`src/rtl/custom_wb_arb_pkg.sv`:
```
// Shared types and the round-robin scan function for the custom-unit writeback arbiter.
package custom_wb_arb_pkg;

  localparam int unsigned DefIdWidth   = 3;
  localparam int unsigned DefDataWidth = 32;
  localparam int unsigned MaxUnits     = 8;

  typedef struct packed {
    logic                    valid;
    logic [DefIdWidth-1:0]   id;
    logic [DefDataWidth-1:0] rd;
  } wb_slot_t;

  // First set request after 'last', wrapping at n-1; returns 'last' when nothing is requested.
  function automatic logic [2:0] rr_next(input logic [2:0] last, input logic [7:0] req,
                                         input int unsigned n);
    logic [2:0]  g;
    logic        found;
    int unsigned idx;
    g     = last;
    found = 1'b0;
    for (int unsigned i = 1; i <= MaxUnits; i++) begin
      idx = (32'(last) + i) % n;
      if (!found && (i <= n) && req[idx[2:0]]) begin
        g     = idx[2:0];
        found = 1'b1;
      end
    end
    return g;
  endfunction

endpackage

```
`src/rtl/custom_wb_arbiter_if.sv`:
```
// Unit-side done/ack handshake and downstream writeback slot of the custom-unit arbiter.
interface custom_wb_arbiter_if #(
  parameter int unsigned NUM_UNITS  = 4,
  parameter int unsigned ID_WIDTH   = 3,
  parameter int unsigned DATA_WIDTH = 32
);
  logic [NUM_UNITS-1:0]                 unit_done;
  logic [NUM_UNITS-1:0][ID_WIDTH-1:0]   unit_id;
  logic [NUM_UNITS-1:0][DATA_WIDTH-1:0] unit_rd;
  logic [NUM_UNITS-1:0]                 unit_ack;
  logic                                 out_valid;
  logic [ID_WIDTH-1:0]                  out_id;
  logic [DATA_WIDTH-1:0]                out_rd;
  logic                                 out_ack;

  // Arbiter side.
  modport slave (
    input  unit_done, unit_id, unit_rd, out_ack,
    output unit_ack, out_valid, out_id, out_rd
  );

  // Units plus writeback side.
  modport master (
    output unit_done, unit_id, unit_rd, out_ack,
    input  unit_ack, out_valid, out_id, out_rd
  );
endinterface

```
`src/rtl/rr_priority_picker.sv`:
```
// Combinational round-robin picker: first request after last_grant, wrapping; reusable.
module rr_priority_picker
  import custom_wb_arb_pkg::*;
#(
  parameter int unsigned NUM_UNITS = 4,
  parameter int unsigned IDX_WIDTH = $clog2(NUM_UNITS)
) (
  input  logic [NUM_UNITS-1:0] i_req,
  input  logic [IDX_WIDTH-1:0] i_last_grant,
  output logic [NUM_UNITS-1:0] o_grant_onehot,
  output logic [IDX_WIDTH-1:0] o_grant_idx,
  output logic                 o_any_req
);
  logic [7:0] w_req8;
  logic [2:0] w_idx;

  always_comb begin
    w_req8                  = '0;
    w_req8[NUM_UNITS-1:0]   = i_req;
    w_idx                   = rr_next(3'(i_last_grant), w_req8, NUM_UNITS);
    o_grant_idx             = w_idx[IDX_WIDTH-1:0];
    o_any_req               = |i_req;
    o_grant_onehot          = '0;
    if (o_any_req) o_grant_onehot[o_grant_idx] = 1'b1;
  end
endmodule

```
`src/rtl/custom_wb_arbiter.sv`:
```
// Round-robin writeback arbiter for custom units into one registered slot.
// Optional conflict counter enabled by CUSTOM_WB_ARB_PERF_EN.
module custom_wb_arbiter
  import custom_wb_arb_pkg::*;
#(
  parameter int unsigned NUM_UNITS  = 4,
  parameter int unsigned ID_WIDTH   = 3,
  parameter int unsigned DATA_WIDTH = 32
) (
  input  logic                clk,
  input  logic                rst,
  custom_wb_arbiter_if.slave  bus
`ifdef CUSTOM_WB_ARB_PERF_EN
  ,
  output logic [31:0]         conflict_count
`endif
);
  localparam int unsigned IdxW = $clog2(NUM_UNITS);

  logic                  r_valid;
  logic [ID_WIDTH-1:0]   r_id;
  logic [DATA_WIDTH-1:0] r_rd;
  logic [IdxW-1:0]       r_last;

  logic [NUM_UNITS-1:0]  w_onehot;
  logic [IdxW-1:0]       w_idx;
  logic                  w_any;
  logic                  w_slot_free;
  logic                  w_grant;

  rr_priority_picker #(
    .NUM_UNITS (NUM_UNITS),
    .IDX_WIDTH (IdxW)
  ) u_picker (
    .i_req          (bus.unit_done),
    .i_last_grant   (r_last),
    .o_grant_onehot (w_onehot),
    .o_grant_idx    (w_idx),
    .o_any_req      (w_any)
  );

  always_comb begin
    w_slot_free  = ~r_valid | bus.out_ack;
    w_grant      = w_slot_free & w_any & ~rst;
    bus.unit_ack = w_grant ? w_onehot : '0;
  end

  assign bus.out_valid = r_valid;
  assign bus.out_id    = r_id;
  assign bus.out_rd    = r_rd;

  // last_grant only moves on a grant, so idle cycles never rotate priority.
  always_ff @(posedge clk or posedge rst) begin
    if (rst) begin
      r_valid <= 1'b0;
      r_id    <= '0;
      r_rd    <= '0;
      r_last  <= IdxW'(NUM_UNITS - 1);
    end else if (w_grant) begin
      r_valid <= 1'b1;
      r_id    <= bus.unit_id[w_idx];
      r_rd    <= bus.unit_rd[w_idx];
      r_last  <= w_idx;
    end else if (bus.out_ack) begin
      r_valid <= 1'b0;
    end
  end

`ifdef CUSTOM_WB_ARB_PERF_EN
  logic [31:0] r_conflict;
  logic        w_conflict;

  // With two or more requesters at most one is acked, so someone always waits.
  assign w_conflict     = $countones(bus.unit_done) >= 2;
  assign conflict_count = r_conflict;

  always_ff @(posedge clk or posedge rst) begin
    if (rst) begin
      r_conflict <= '0;
    end else if (w_conflict && (r_conflict != 32'hFFFF_FFFF)) begin
      r_conflict <= r_conflict + 32'd1;
    end
  end
`endif
endmodule

```
`src/flat_wrapper.sv`:
```
// flat-port wrapper written by rule: the top's interface ports become plain ports
module custom_wb_arbiter_flat import custom_wb_arb_pkg::*;
#(
  parameter int unsigned NUM_UNITS  = 4,
  parameter int unsigned ID_WIDTH   = 3,
  parameter int unsigned DATA_WIDTH = 32
)
  (clk, rst, bus_unit_done, bus_unit_id, bus_unit_rd, bus_out_ack, bus_unit_ack, bus_out_valid, bus_out_id, bus_out_rd);
  custom_wb_arbiter_if #(.NUM_UNITS(NUM_UNITS), .ID_WIDTH(ID_WIDTH), .DATA_WIDTH(DATA_WIDTH)) bus_i ();
  input  logic clk;
  input  logic rst;
  input wire logic [$bits(bus_i.unit_done)-1:0] bus_unit_done;
  input wire logic [$bits(bus_i.unit_id)-1:0] bus_unit_id;
  input wire logic [$bits(bus_i.unit_rd)-1:0] bus_unit_rd;
  input wire logic [$bits(bus_i.out_ack)-1:0] bus_out_ack;
  output wire logic [$bits(bus_i.unit_ack)-1:0] bus_unit_ack;
  output wire logic [$bits(bus_i.out_valid)-1:0] bus_out_valid;
  output wire logic [$bits(bus_i.out_id)-1:0] bus_out_id;
  output wire logic [$bits(bus_i.out_rd)-1:0] bus_out_rd;
  assign bus_i.unit_done = bus_unit_done;
  assign bus_i.unit_id = bus_unit_id;
  assign bus_i.unit_rd = bus_unit_rd;
  assign bus_i.out_ack = bus_out_ack;
  assign bus_unit_ack = bus_i.unit_ack;
  assign bus_out_valid = bus_i.out_valid;
  assign bus_out_id = bus_i.out_id;
  assign bus_out_rd = bus_i.out_rd;
  custom_wb_arbiter #(.NUM_UNITS(NUM_UNITS), .ID_WIDTH(ID_WIDTH), .DATA_WIDTH(DATA_WIDTH)) u_core (.clk(clk), .rst(rst), .bus(bus_i));
endmodule
```
`config.mk`:
```
export PLATFORM = sky130hd
export DESIGN_NAME = custom_wb_arbiter_flat
export DESIGN_NICKNAME = d
export VERILOG_FILES = /design/src/rtl/custom_wb_arb_pkg.sv /design/src/rtl/custom_wb_arbiter_if.sv /design/src/rtl/rr_priority_picker.sv /design/src/rtl/custom_wb_arbiter.sv /design/src/flat_wrapper.sv
export SDC_FILE = /design/constraint.sdc
export NUM_CORES = 1
export LEC_CHECK = 0
export CORE_ASPECT_RATIO = 1.1
export CORE_MARGIN = 2
export CORE_UTILIZATION = 25
export DETAILED_ROUTE_END_ITERATION = 16
export MAX_ROUTING_LAYER = met4
export PLACE_DENSITY = 0.7
export SKIP_CTS_REPAIR_TIMING = 1
export SLEW_MARGIN = 30
export SYNTH_ARGS = -nofsm -noshare
export SYNTH_HDL_FRONTEND = slang
export SYNTH_HIERARCHICAL = 1
export SYNTH_SLANG_ARGS = --single-unit
export TNS_END_PERCENT = 20
```
`constraint.sdc`:
```
create_clock -name clk -period 4.5 [get_ports clk]
set_input_delay 0.45 -clock clk [delete_from_list [all_inputs] [get_ports clk]]
set_output_delay 0.45 -clock clk [all_outputs]
set_load 0.05 [all_outputs]
```
Word level (Yosys, flattened, before mapping)
Cells that the tools add are included.

Register bits: 38. Input bits: 147.

Magnitude comparators: 6. Bitwise logic cells: 5. Reduce and logical (&&, ||, !) cells: 9. Add/subtract/negate cells: 4. Muxes and demuxes: 25.

Operator list (number): $bmux 32 s2 (1); $mux 32 (1); $lt 2x4->1 const B (4); $mux 1 (10); $bmux 1 s2 (4); $mux 2 (4); $mux 4 (2); $bmux 3 s2 (1); $add 2x1->2 const B (2); $add 2x2->2 const B (2); $logic_and 1x1->1 (4); $reduce_or 4->1 (1); $logic_not 1->1 (3); $lt 2x3->1 const B (1); $mux 3 (1); $and 1x1->1 (2); $demux 1 s2 (1); $ge 2x1->1 const B (1); $not 1->1 (2); $reduce_bool 2->1 (1); $or 1x1->1 (1).

Logic depth before layout (Yosys ltp)
Depth in word-level cells: 19. Mapped depth: 8. Mapped depth without buffers: 5.

Cells and area by module
The synthesis kept the hierarchy.

Modules (own cells, without submodules): custom_wb_arbiter (cells each 132, area each 2456.1 um^2, seq. area each 953.4 um^2, times used 1); rr_priority_picker (cells each 31, area each 175.2 um^2, seq. area each 0.0 um^2, times used 1).

Worst setup path after synthesis
No wires, ideal clock.

Path type: flip-flop to flip-flop. Start point: reg u_core.r_last[1]. End point: reg u_core.r_rd[27] (netlist: u_core/bus.out_rd[27]). Setup time: 0.125 ns. Arrival: 2.115 ns. Slack: 2.260 ns. Path buffers: 3. Required time: 4.375 ns. Period minus slack after synthesis: 2.240 ns. Cell stages (with the launch flop): 9. Cells stage by stage: dfstp_2 -> buf_2 -> nor2b_1 -> o21ai_0 -> o311ai_1 -> buf_6 -> buf_12 -> mux4_2 -> mux2_4.

Word-level cells in the longest chain between the ends: 15.

Ends and longest elaborated chain: start, declared (RTL line custom_wb_arbiter.sv:23) `logic [IdxW-1:0] r_last;`; start signal, assigned (RTL line custom_wb_arbiter.sv:58) `r_last <= IdxW'(NUM_UNITS - 1);`; start signal, assigned (RTL line custom_wb_arbiter.sv:63) `r_last <= w_idx;`; $add 2x1->2 (RTL line custom_wb_arb_pkg.sv:23) `idx = (32'(last) + i) % n;`; $bmux 1 s2 (RTL line custom_wb_arb_pkg.sv:24) `if (!found && (i <= n) && req[idx[2:0]]) begin`; $mux 1 (implied by the code) (RTL line custom_wb_arb_pkg.sv:24); $mux 1 (RTL line custom_wb_arb_pkg.sv:24); $logic_not 1->1 (RTL line custom_wb_arb_pkg.sv:24); $logic_and 1x1->1 (RTL line custom_wb_arb_pkg.sv:24); $mux 1 (RTL line custom_wb_arb_pkg.sv:24); $logic_not 1->1 (RTL line custom_wb_arb_pkg.sv:24); $logic_and 1x1->1 (RTL line custom_wb_arb_pkg.sv:24); $mux 1 (RTL line custom_wb_arb_pkg.sv:24); $logic_not 1->1 (RTL line custom_wb_arb_pkg.sv:24); $logic_and 1x1->1 (RTL line custom_wb_arb_pkg.sv:24); $mux 2 (*) (RTL line custom_wb_arb_pkg.sv:24); named net u_core.w_idx[0] (RTL line custom_wb_arbiter.sv:26) `logic [IdxW-1:0] w_idx;`; $bmux 32 s2 (*) (RTL line custom_wb_arbiter.sv:62) `r_rd <= bus.unit_rd[w_idx];`; $mux 32 (implied by the code) (*) (RTL line custom_wb_arbiter.sv:62); end signal, assigned (RTL line custom_wb_arbiter.sv:62); end, declared (RTL line custom_wb_arbiter.sv:22) `logic [DATA_WIDTH-1:0] r_rd;`.

The timed path passes the listed nets; every way through them passes the cells marked *. The select of a mux whose other input is x is not followed. A chain may end at the register's enable or synchronous reset.

Worst setup path in the final report
Start point: in bus_unit_done[0]. End point: out bus_unit_ack[0].

RTL lines: start, declared (RTL line flat_wrapper.sv:12) `input wire logic [$bits(bus_i.unit_done)-1:0] bus_unit_done;`; $reduce_or 4->1 (*) (RTL line rr_priority_picker.sv:22) `o_any_req = |i_req;`; named net u_core.w_any (RTL line custom_wb_arbiter.sv:27) `logic w_any;`; $and 1x1->1 (2 in series) (RTL line custom_wb_arbiter.sv:44) `w_grant = w_slot_free & w_any & ~rst;`; $mux 4 (*) (RTL line custom_wb_arbiter.sv:45) `bus.unit_ack = w_grant ? w_onehot : '0;`; end, declared (RTL line flat_wrapper.sv:16) `output wire logic [$bits(bus_i.unit_ack)-1:0] bus_unit_ack;`.

Marks and branches as above.

==> out/qor.yml <==
final_layout:
  drive_gt1_share_pct: 24.2
  multiInputGateArea_um2: 1570
  syn2layout_area_growth_pct: 82.8
  seqCellArea_um2: 953
  final_net_count: 493
  fillers: 942
  final_util_pct: 46.7
  antenna_cells: 0
sta:
  setup_tns_ns: 0
  hold_viol_final: 0
  slew_violations: 0
  fmax_mhz: 340
  slew-limit-headroom_pct: 52.8
  rsz0062_at_grt: "false"
  tightest_slew_ns: 0.708
  setup_viol: 0
  period_share_pct: 65.3
  finalCriticalPeriod_ns: 2.94
  fin_skew_ns: 0.00449
placement:
  io_buffers: 186
  dp_hpwl_um: 6490
  globalplace.congestion: 0.789
setup_path:
  path_class: "in2out"
  endpoint_kind: "output pin"
  cpMaxStageDelayCell: "clkdlybuf4s50_1"
  worstPathMaxFanout: 9
  startpoint_type: "input port"
  reg2reg_depth: 6
  cp_cell_sequence: "clkdlybuf4s50_1 > nor2_1 > nand2_1 > nand2b_1 > a21oi_4 > and2_1 > clkdlybuf4s50_1"
  rr_startpoint: "u_core/r_last[1]"
  worst_path_most_repeated_cell: "clkdlybuf4s50_1"
  r2r_end: "u_core/bus.out_rd[30]"
  critPathTopFamily: "buffers and inverters"
  worstPathRequired_ns: 4.05
  slowest_delay_ns: 0.80
  rrSetupSlack_ns: 1.83
  cp.arrival_ns: 2.49
  path_buf_inv: 2
job:
  drv_cap: 0
synth:
  async_flop_share_pct: 100
  synth_top_area_share_pct: 34.2
  synthTopCellsByArea: "dfrtp_1 34%, mux4_2 25%, mux2_4 17%"
  synth_edf_count: 0
  ys_seq_area_share_pct: 36.2
  synth_cells: 163
  synthesis.area_um2: 2630
  synth_area_leader_cell: "dfrtp_1"
  ys_warn_count: 6
  synth_seq_cells: 38
  ys.flop_type: "dfrtp_1"
  synth.most_common_cell: "dfrtp_1"
  synthTopCellsByCount: "36 x dfrtp_1, 29 x mux2_4, 29 x mux4_2, 8 x buf_2"
  yosysUniqueCellTypes: 29
  synth_nets: 310
  syn_area_per_cell_um2: 16.1
die:
  dieArea_um2: 11400
  initial_core_util_pct: 25.6
  core-area_um2: 10300
  die_y_um: 112
  num_rows: 39
  io_pins: 187
  fp.dieW_um: 102
grt:
  grt_usage_pct: 14.8
  grt_overflow: 0
  grt_max_degree: 39
  grt_pass1_vias: 2657
  grt_pass1_wl_um: 12700
  antenna_found_initial: 0
detailed_routing:
  viasPerCell: 4.58
  drt_iter0_drc: 52
  top_layer_used: "met4"
  drt_wl_total_um: 8190
  dr_wl_met3_um: 745
  wl_met2_um: 4410
  first_pass_iters: 4
  drc: 0
  met1_length_um: 2910
  final_antenna_net_count: 0
  detail_route.wl_per_cell_um: 16.7
  dr_total_vias: 2246
hold_path:
  hold_depth: 1
  hold_class: "reg2reg"
  worstHoldStart: "u_core/bus.out_rd[3]"
  holdPathEnd: "u_core/bus.out_rd[3]"
clock_network:
  clock-root-buffer: "clkbuf_16"
  clk_pin_slew_worst_paths_ns: 0.06
  cts_sinks: 38
  clk_latency_ns: 0.28
  cts_tree: "done"
  cts_made_buffers: 5
  cts_buffer_depth: 2
  h-tree-depth: 2
power_and_ir_drop:
  p_leak_nw: 1.89
  p_per_area_nw_per_um2: 641
  peakVddDrop_mv: 0.237
run_status:
  status: "finished clean"
layout by cell type, fill, tap and decap left out:
cell and count:
a21o_1 1, a21oi_1 4, a21oi_4 2, and2_1 4, and3_1 1, buf_4 4, bufinv_16 2, clkbuf_16 5
clkdlybuf4s50_1 186, clkinv_2 1, clkinv_4 1, dfrtp_1 36, dfstp_2 2, inv_1 4, mux2_1 2, mux2_2 6
mux2_4 29, mux4_1 6, mux4_2 29, nand2_1 2, nand2b_1 2, nor2_1 4, nor2b_1 2, nor2b_2 1
nor3_1 3, o21a_1 1, o21ai_0 4, o221a_2 1, o311ai_4 1, o31a_1 1
per-stage QoR:
| stage | std cells | area [µm²] | power [W] | setup WS [ns] | hold WS [ns] |
|---|---|---|---|---|---|
| 2_1_floorplan | 163 | 2630 | 0.00207 | 2.26 | 0.558 |
| 3_3_place_gp | 482 | 4620 | 0.00262 | 1.47 | 0.493 |
| 3_5_place_dp | 482 | 4620 | 0.00265 | 1.41 | 0.496 |
| 4_1_cts | 490 | 4810 | 0.00313 | 1.56 | 0.514 |
| 5_1_grt | 490 | 4810 | 0.00324 | 1.46 | 0.533 |
| 6_report | 490 | 4810 | 0.00308 | 1.56 | 0.510 |
routing by layer:
layer / vias to the layer above / GRT usage (%)
met5: - / -
met2: 122 / 27.1
met3: 11 / 4.27
met4: 0 / 3.29
met1: 1100 / 15.5
li1: 1013 / -
state kept, by name (all words and copies together) (netlist names):
| signal | flops |
|---|---|
| u_core/r_last | 2 |
| u_core/bus.out_rd | 32 |
| u_core/bus.out_id | 3 |
| u_core/bus.out_valid | 1 |
kinds of logic (layout without fill, tap and decap cells):
family	Yosys count	after routing	synth area share [%]
buffers and inverters	19	203	5.37
AOI/OAI and AO/OA	15	15	3.71
muxes	72	72	50.8
and+or+nand+nor	19	19	3.90
DFF	38	38	36.2
cell type report:
type | count | share of cell area [%]
inverter | 5 | 0.416
sequential | 38 | 19.8
multi-input combinational | 106 | 32.7
clock inverter | 3 | 1.43
tap | 143 | 3.72
timing repair buffer | 190 | 39.3
clock buffer | 5 | 2.60
worst max path at each step:
stage	from	end	depth (start not counted)
after floorplan	u_core/r_last[1]	u_core/bus.out_rd[27]	8
after CTS	bus_unit_done[0]	bus_unit_ack[2]	7
after global routing	bus_unit_done[0]	bus_unit_ack[0]	7
after global placement	bus_unit_done[0]	u_core/bus.out_rd[29]	7
after detailed placement	bus_unit_done[0]	u_core/bus.out_rd[30]	7
final	bus_unit_done[0]	bus_unit_ack[0]	7
report_power, final:
group	switching (W)	internal [W]	total [W]
combinational	0.00103	0.000954	0.00198
sequential	0.000117	0.000523	0.000640
clock	0.000146	0.000319	0.000465
Power figures use the tool's default switching activity.
